**config.mk**
```make
export PLATFORM = sky130hd
export DESIGN_NAME = gray_seq_ctrl
export DESIGN_NICKNAME = d
export VERILOG_FILES = /design/src/rtl/gray_seq_ctrl.sv
export SDC_FILE = /design/constraint.sdc
export NUM_CORES = 1
export LEC_CHECK = 0
export ABC_AREA = 1
export ABC_CLOCK_PERIOD_IN_PS = 1770
export CAP_MARGIN = 10
export CORE_MARGIN = 2
export CORE_UTILIZATION = 35
export DETAILED_ROUTE_END_ITERATION = 8
export PLACE_DENSITY = 0.59
export SLEW_MARGIN = 0
export SYNTH_ARGS = -nofsm -noshare
export SYNTH_HDL_FRONTEND = slang
export SYNTH_SLANG_ARGS = --single-unit
```
**constraint.sdc**
```tcl
create_clock -name clk -period 1.77 [get_ports clk]
set_input_delay 0.4425 -clock clk [delete_from_list [all_inputs] [get_ports clk]]
set_output_delay 0.4425 -clock clk [all_outputs]
set_load 0.05 [all_outputs]
```
**src/rtl/gray_seq_ctrl.sv**
```systemverilog
// gray_seq_ctrl: steps a binary position (run at div+1 clocks or one per step) and emits its Gray code
// Ports: clk/rst (async active-high); start/stop/step command pulses; dir (0 up, 1 down);
//   div prescaler latched at start; bin/gray registered position and code; running in RUN; wrap on roll-over.
module gray_seq_ctrl #(
  parameter int WIDTH = 4,
  parameter int DIV_W = 24
) (
  input  logic             clk,
  input  logic             rst,
  input  logic             start,
  input  logic             stop,
  input  logic             step,
  input  logic             dir,
  input  logic [DIV_W-1:0] div,
  output logic [WIDTH-1:0] bin,
  output logic [WIDTH-1:0] gray,
  output logic             running,
  output logic             wrap
);
  typedef enum logic {IDLE, RUN} state_t;
  state_t             state_q, state_d;
  logic [DIV_W-1:0]   cnt_q, cnt_d, div_q, div_d;
  logic [WIDTH-1:0]   bin_q, bin_d, gray_q, gray_d;
  logic               wrap_q, wrap_d, adv;
  always_ff @(posedge clk or posedge rst) begin
    if (rst) begin
      state_q <= IDLE;
      cnt_q   <= '0;
      div_q   <= '0;
      bin_q   <= '0;
      gray_q  <= '0;
      wrap_q  <= 1'b0;
    end else begin
      state_q <= state_d;
      cnt_q   <= cnt_d;
      div_q   <= div_d;
      bin_q   <= bin_d;
      gray_q  <= gray_d;
      wrap_q  <= wrap_d;
    end
  end
  always_comb begin
    state_d = stop ? IDLE : start ? RUN : state_q;
  end
  // stop and start both suppress the advance on their edge; step only counts while IDLE
  always_comb begin
    adv    = !stop && !start && ((state_q == RUN) ? (cnt_q == div_q) : step);
    cnt_d  = (stop || start || adv || state_q == IDLE) ? '0 : cnt_q + 1'b1;
    div_d  = (!stop && start) ? div : div_q;
    bin_d  = adv ? (dir ? bin_q - 1'b1 : bin_q + 1'b1) : bin_q;
    gray_d = bin_d ^ (bin_d >> 1);
    wrap_d = adv && (dir ? (bin_q == '0) : (bin_q == {WIDTH{1'b1}}));
  end
  assign bin     = bin_q;
  assign gray    = gray_q;
  assign running = (state_q == RUN);
  assign wrap    = wrap_q;
endmodule

```
# Word level (Yosys, flattened, before mapping)

Index checks and enable logic that the tools add are counted.

Add/subtract/negate cells: 3
Eq/ne operators: 2
Muxes and demuxes: 7
Bitwise logic cells: 2
Reductions and logical operators: 11

Operators with widths:

| kind                                                               | count |
|---|---|
| 24-bit by 1-bit adder with 24-bit output, second input constant    | 1 |
| 24-bit equality test                                               | 1 |
| 24-bit two-way mux                                                 | 1 |
| 4-bit two-way mux                                                  | 2 |
| 4-bit by 1-bit adder with 4-bit output, second input constant      | 1 |
| 4-bit equality test, second input constant                         | 1 |
| 1-bit logical AND                                                  | 4 |
| 4-bit zero test                                                    | 1 |
| 1-bit two-way mux                                                  | 4 |
| 4-bit by 1-bit subtractor with 4-bit output, second input constant | 1 |
| 4-bit by 3-bit XOR with 4-bit output                               | 1 |
| 1-bit logical OR                                                   | 3 |
| 1-bit zero test                                                    | 2 |
| 2-bit nonzero test                                                 | 1 |
| 1-bit inverter                                                     | 1 |

Bits in registers: 58
Input bits: 30
Output and inout bits: 10
Word-level logic and storage cells: 31

# Longest topological paths before layout

Depth in word-level cells: 6
Mapped depth: 15
Mapped depth without buffers: 14

# Worst setup path after synthesis

No wires, ideal clock.

Kind: register to register
Start: register bin_q[2], in the netlist bin[2]
End: register gray_q[2], in the netlist gray[2]
Setup time: 116 ps
Data arrival time: 1661 ps
Setup slack: -7 ps
Cell stages (with the launch flop): 10
Path buffers: 0
Cell sequence: dfrtp_1 ha_1 a21oi_1 nand2_1 xnor2_1 nand3_1 nand2_2 inv_1 nand2_1 nand2_1

Cells in the longest elaborated chain, start to end: 4
Elaborated cells between the ends (all ways): 5

RTL lines:

| item                                                                                                         | line | text |
|---|---|---|
| start, declared                                                                                              | 23   | `logic [WIDTH-1:0] bin_q, bin_d, gray_q, gray_d;` |
| start signal, assigned                                                                                       | 37   | `bin_q <= bin_d;` |
| 4-bit by 1-bit adder with 4-bit output / 4-bit by 1-bit subtractor with 4-bit output (equally long branches) | 50   | `bin_d = adv ? (dir ? bin_q - 1'b1 : bin_q + 1'b1) : bin_q;` |
| 4-bit two-way mux * (2 in series)                                                                            | 50   |  |
| named net bin_d[3]                                                                                           | 23   |  |
| 4-bit by 3-bit XOR with 4-bit output *                                                                       | 51   | `gray_d = bin_d ^ (bin_d >> 1);` |
| named net gray_d[2]                                                                                          | 23   |  |
| end signal, assigned                                                                                         | 38   | `gray_q <= gray_d;` |
| end, declared                                                                                                | 23   |  |

Mark *: on every way through the listed nets, which the timed path passes. The rest lies on a longest branch.
A chain may end at the register's enable or synchronous reset.

# Final worst setup path

Start: register cnt_q[0]
End: register cnt_q[18]

Cells in the longest elaborated chain, start to end: 6
Elaborated cells between the ends (all ways): 7

RTL lines:

| item                                                                             | line | text |
|---|---|---|
| start, declared                                                                  | 22   | `logic [DIV_W-1:0] cnt_q, cnt_d, div_q, div_d;` |
| start signal, assigned                                                           | 35   | `cnt_q <= cnt_d;` |
| branches (longest 5 deep; another with 24-bit by 1-bit adder with 24-bit output) | --   |  |
| 24-bit two-way mux *                                                             | 48   | `cnt_d = (stop \|\| start \|\| adv \|\| state_q == IDLE) ? '0 : cnt_q + 1'b1;` |
| named net cnt_d[18]                                                              | 22   |  |

Mark *: on every way through the listed nets, which the timed path passes.

==> metrics.yaml <==
status: "finished clean"
die_w_um: 98.4
endpoint_kind: "flop"
diodes: 0
critPathLaunchType: "flop"
grt_usage: 0.156
min_period_ns: 1.72
p_sw_uw: 1450
fillCellCount: 894
layout_commonest_cell: "nand2_1"
drc: 0
grt_pass1_wl_um: 12000
instances_no_fill: 595
synth_fp_nets: 447
multi_input_area_um2: 1520
syn-cell-area_um2: 3120
routed_via_density: 4.60
whs_ns: 0.417
period_share: 0.970
slowest_delay_ns: 0.41
fin_nets: 516
power_frac_clock: 0.326
critPathMaxFanout: 5
dp.cells: 566
routed_wl_um: 7010
seq_area_frac_synth: 0.458
place_congestion: 0.867
routedWlPerCell_um: 11.8
overflow: 0
antenna_found_initial: 0
ys.flop_type: "dfrtp_1"
htree_num_levels: 3
finClkSkew_ns: 0.00554
drive_gt1_frac: 0.240
ys_seq_elements: 57
syn_to_final_growth_pct: 35.7
final_cell_mix: "nand2_1 (102), nor2_1 (72), dfrtp_1 (49), inv_1 (41), buf_4 (29)"
regArea_um2: 1440
vias: 2738
cpMaxStageDelayCell: "dfrtp_2"
comb_power_share: 0.304
cts_max_path_buffers: 2
relSlewSlack: 0.750
grt_max_degree: 27
drv_cap: 0
hp-class: "in -> async"
finalHoldViolCount: 0
syn-instance-count: 413
yosys_warnings: 0
crit_type: "reg -> reg"
dp_hpwl_um: 5090
clock-sinks: 57
syn_area_per_cell_um2: 7.55
die_h_um: 98.4
antenna_left: 0
swShare: 0.336
max_freq_mhz: 582
synth_edf_count: 0
cts_tree: "done"
seqPwrFrac: 0.370
clk_latency_ns: 0.34
synthDistinctLibCells: 29
drt_iter0_drc: 107
cp.required_ns: 2.00
io_pins: 40
rsz0062_at_grt: "yes"
clk_pin_slew_worst_paths_ns: 0.07
drv_slew: 0
root_buffer: "clkbuf_8"
grt_pass1_vias: 2645
worst_slew_pin_slew_ns: 0.374
die_area_um2: 9680
async_flop_share: 1.00
first_pass_iters: 4
finalSetupViolCount: 0
cts_made_buffers: 9
core_um2: 8680
p_int_uw: 2880
fp-row-count: 34
placement.io_buffers: 39
ctsHoldBuffers: 0
start_util: 0.359
p_leak_uw: 0.00196
cp.arrival_ns: 1.95
peakVddDrop_mv: 1.04
crit_path_cell_trace: "ha_2 > nand2_1 > nor2_2 > nand4_1 > nor2_2 > buf_4 > nand2_1 > xor2_1 > nor2_1"
p_per_area_nw_per_um2: 1020
## layout make-up
type | count | area share
Multi-Input combinational cell | 290 | 0.359
Sequential cell | 57 | 0.340
Timing Repair Buffer | 68 | 0.165
Clock buffer | 11 | 0.0358
Inverter | 56 | 0.0506
Clock inverter | 5 | 0.0183
Tap cell | 108 | 0.0319
## registers in the layout (all words and copies together), names as in the netlist
| name | cells |
|---|---|
| running | 1 |
| bin | 4 |
| gray | 3 |
| cnt_q | 24 |
| div_q | 24 |
| wrap | 1 |
## metal layers
layer	GRT usage	share of wire	up-vias
met1	0.195	0.45	1269
li1	-	-	1415
met5	0	0	-
met3	0.0472	0.054	8
met2	0.254	0.48	46
met4	0.0601	0.012	0
## critical path, delay by kind of cell, from the launching register on
family	cells	cell delay, ns
buf+inv	1	0.13
fa+ha+maj	1	0.19
simple gates	6	0.71
flops	1	0.41
xor+xnor	1	0.17
## stage by stage
step / setup WS, ns / area [um2] / util / total power, uW / TNS [ns]
floorplan: 0.0666 / 3120 / - / 2380 / 0
global placement: -0.347 / 3810 / 0.439 / 2860 / -3.03
detailed placement: -0.404 / 3810 / 0.439 / 2880 / -3.45
CTS: 0.00582 / 4040 / 0.466 / 4310 / 0
global route: -0.0886 / 4230 / 0.487 / 4570 / -0.407
finish: 0.0531 / 4230 / 0.487 / 4330 / 0
## kinds of logic (layout without fill, tap and decap cells)
kind of cell               Yosys count  in the layout  share of synthesized area
and+or+nand+nor                    236            236                      0.324
adders and majority gates            4              4                     0.0185
AOI/OAI and AO/OA                   27             27                     0.0478
DFF                                 57             57                      0.458
muxes                                6              6                     0.0217
xor gates and xnor gates            17             17                     0.0478
buffers and inverters               66            140                     0.0831
## what timing repair did
action | CTS | global route
pin swaps | 0 | 6
resized for setup | 2 | 35
setup endpoints to repair | 3 | 13
setup buffers | 1 | 12
## path summary, 6_finish.rpt
kind	cells after the start	start	slack (ns)	to
max in group asynchronous	3	rst	0.92	cnt_q[10]
setup reg to reg	9	cnt_q[0]	0.05	cnt_q[18]
hold / removal	2	rst	0.42	bin[0]
hold reg to reg	2	div_q[10]	0.54	div_q[10]
setup / recovery	9	cnt_q[0]	0.05	cnt_q[18]
min in group clk	2	div_q[10]	0.54	div_q[10]
## power groups by stage
stage / sequential [uW] / clock (uW) / combinational (uW)
2_1_floorplan: 1850 / 0 / 527
3_3_place_gp: 1620 / 0 / 1240
3_5_place_dp: 1620 / 0 / 1260
4_1_cts: 1600 / 1450 / 1260
5_1_grt: 1630 / 1500 / 1450
6_report: 1600 / 1410 / 1310
## Yosys cell counts, drive strengths merged (4+ instances only)
cell,instances,area [um2]
dfrtp,57,1430
nor3b,4,30.0
xor2,14,123
mux2,6,67.6
buf,7,37.5
nand4,7,43.8
nor2,82,310
a21oi,22,110
nand2,115,457
nand3,13,75.1
nor4,5,31.3
nor3,9,55.1
inv,56,210
No activity file was read; power rests on OpenSTA's default activity.
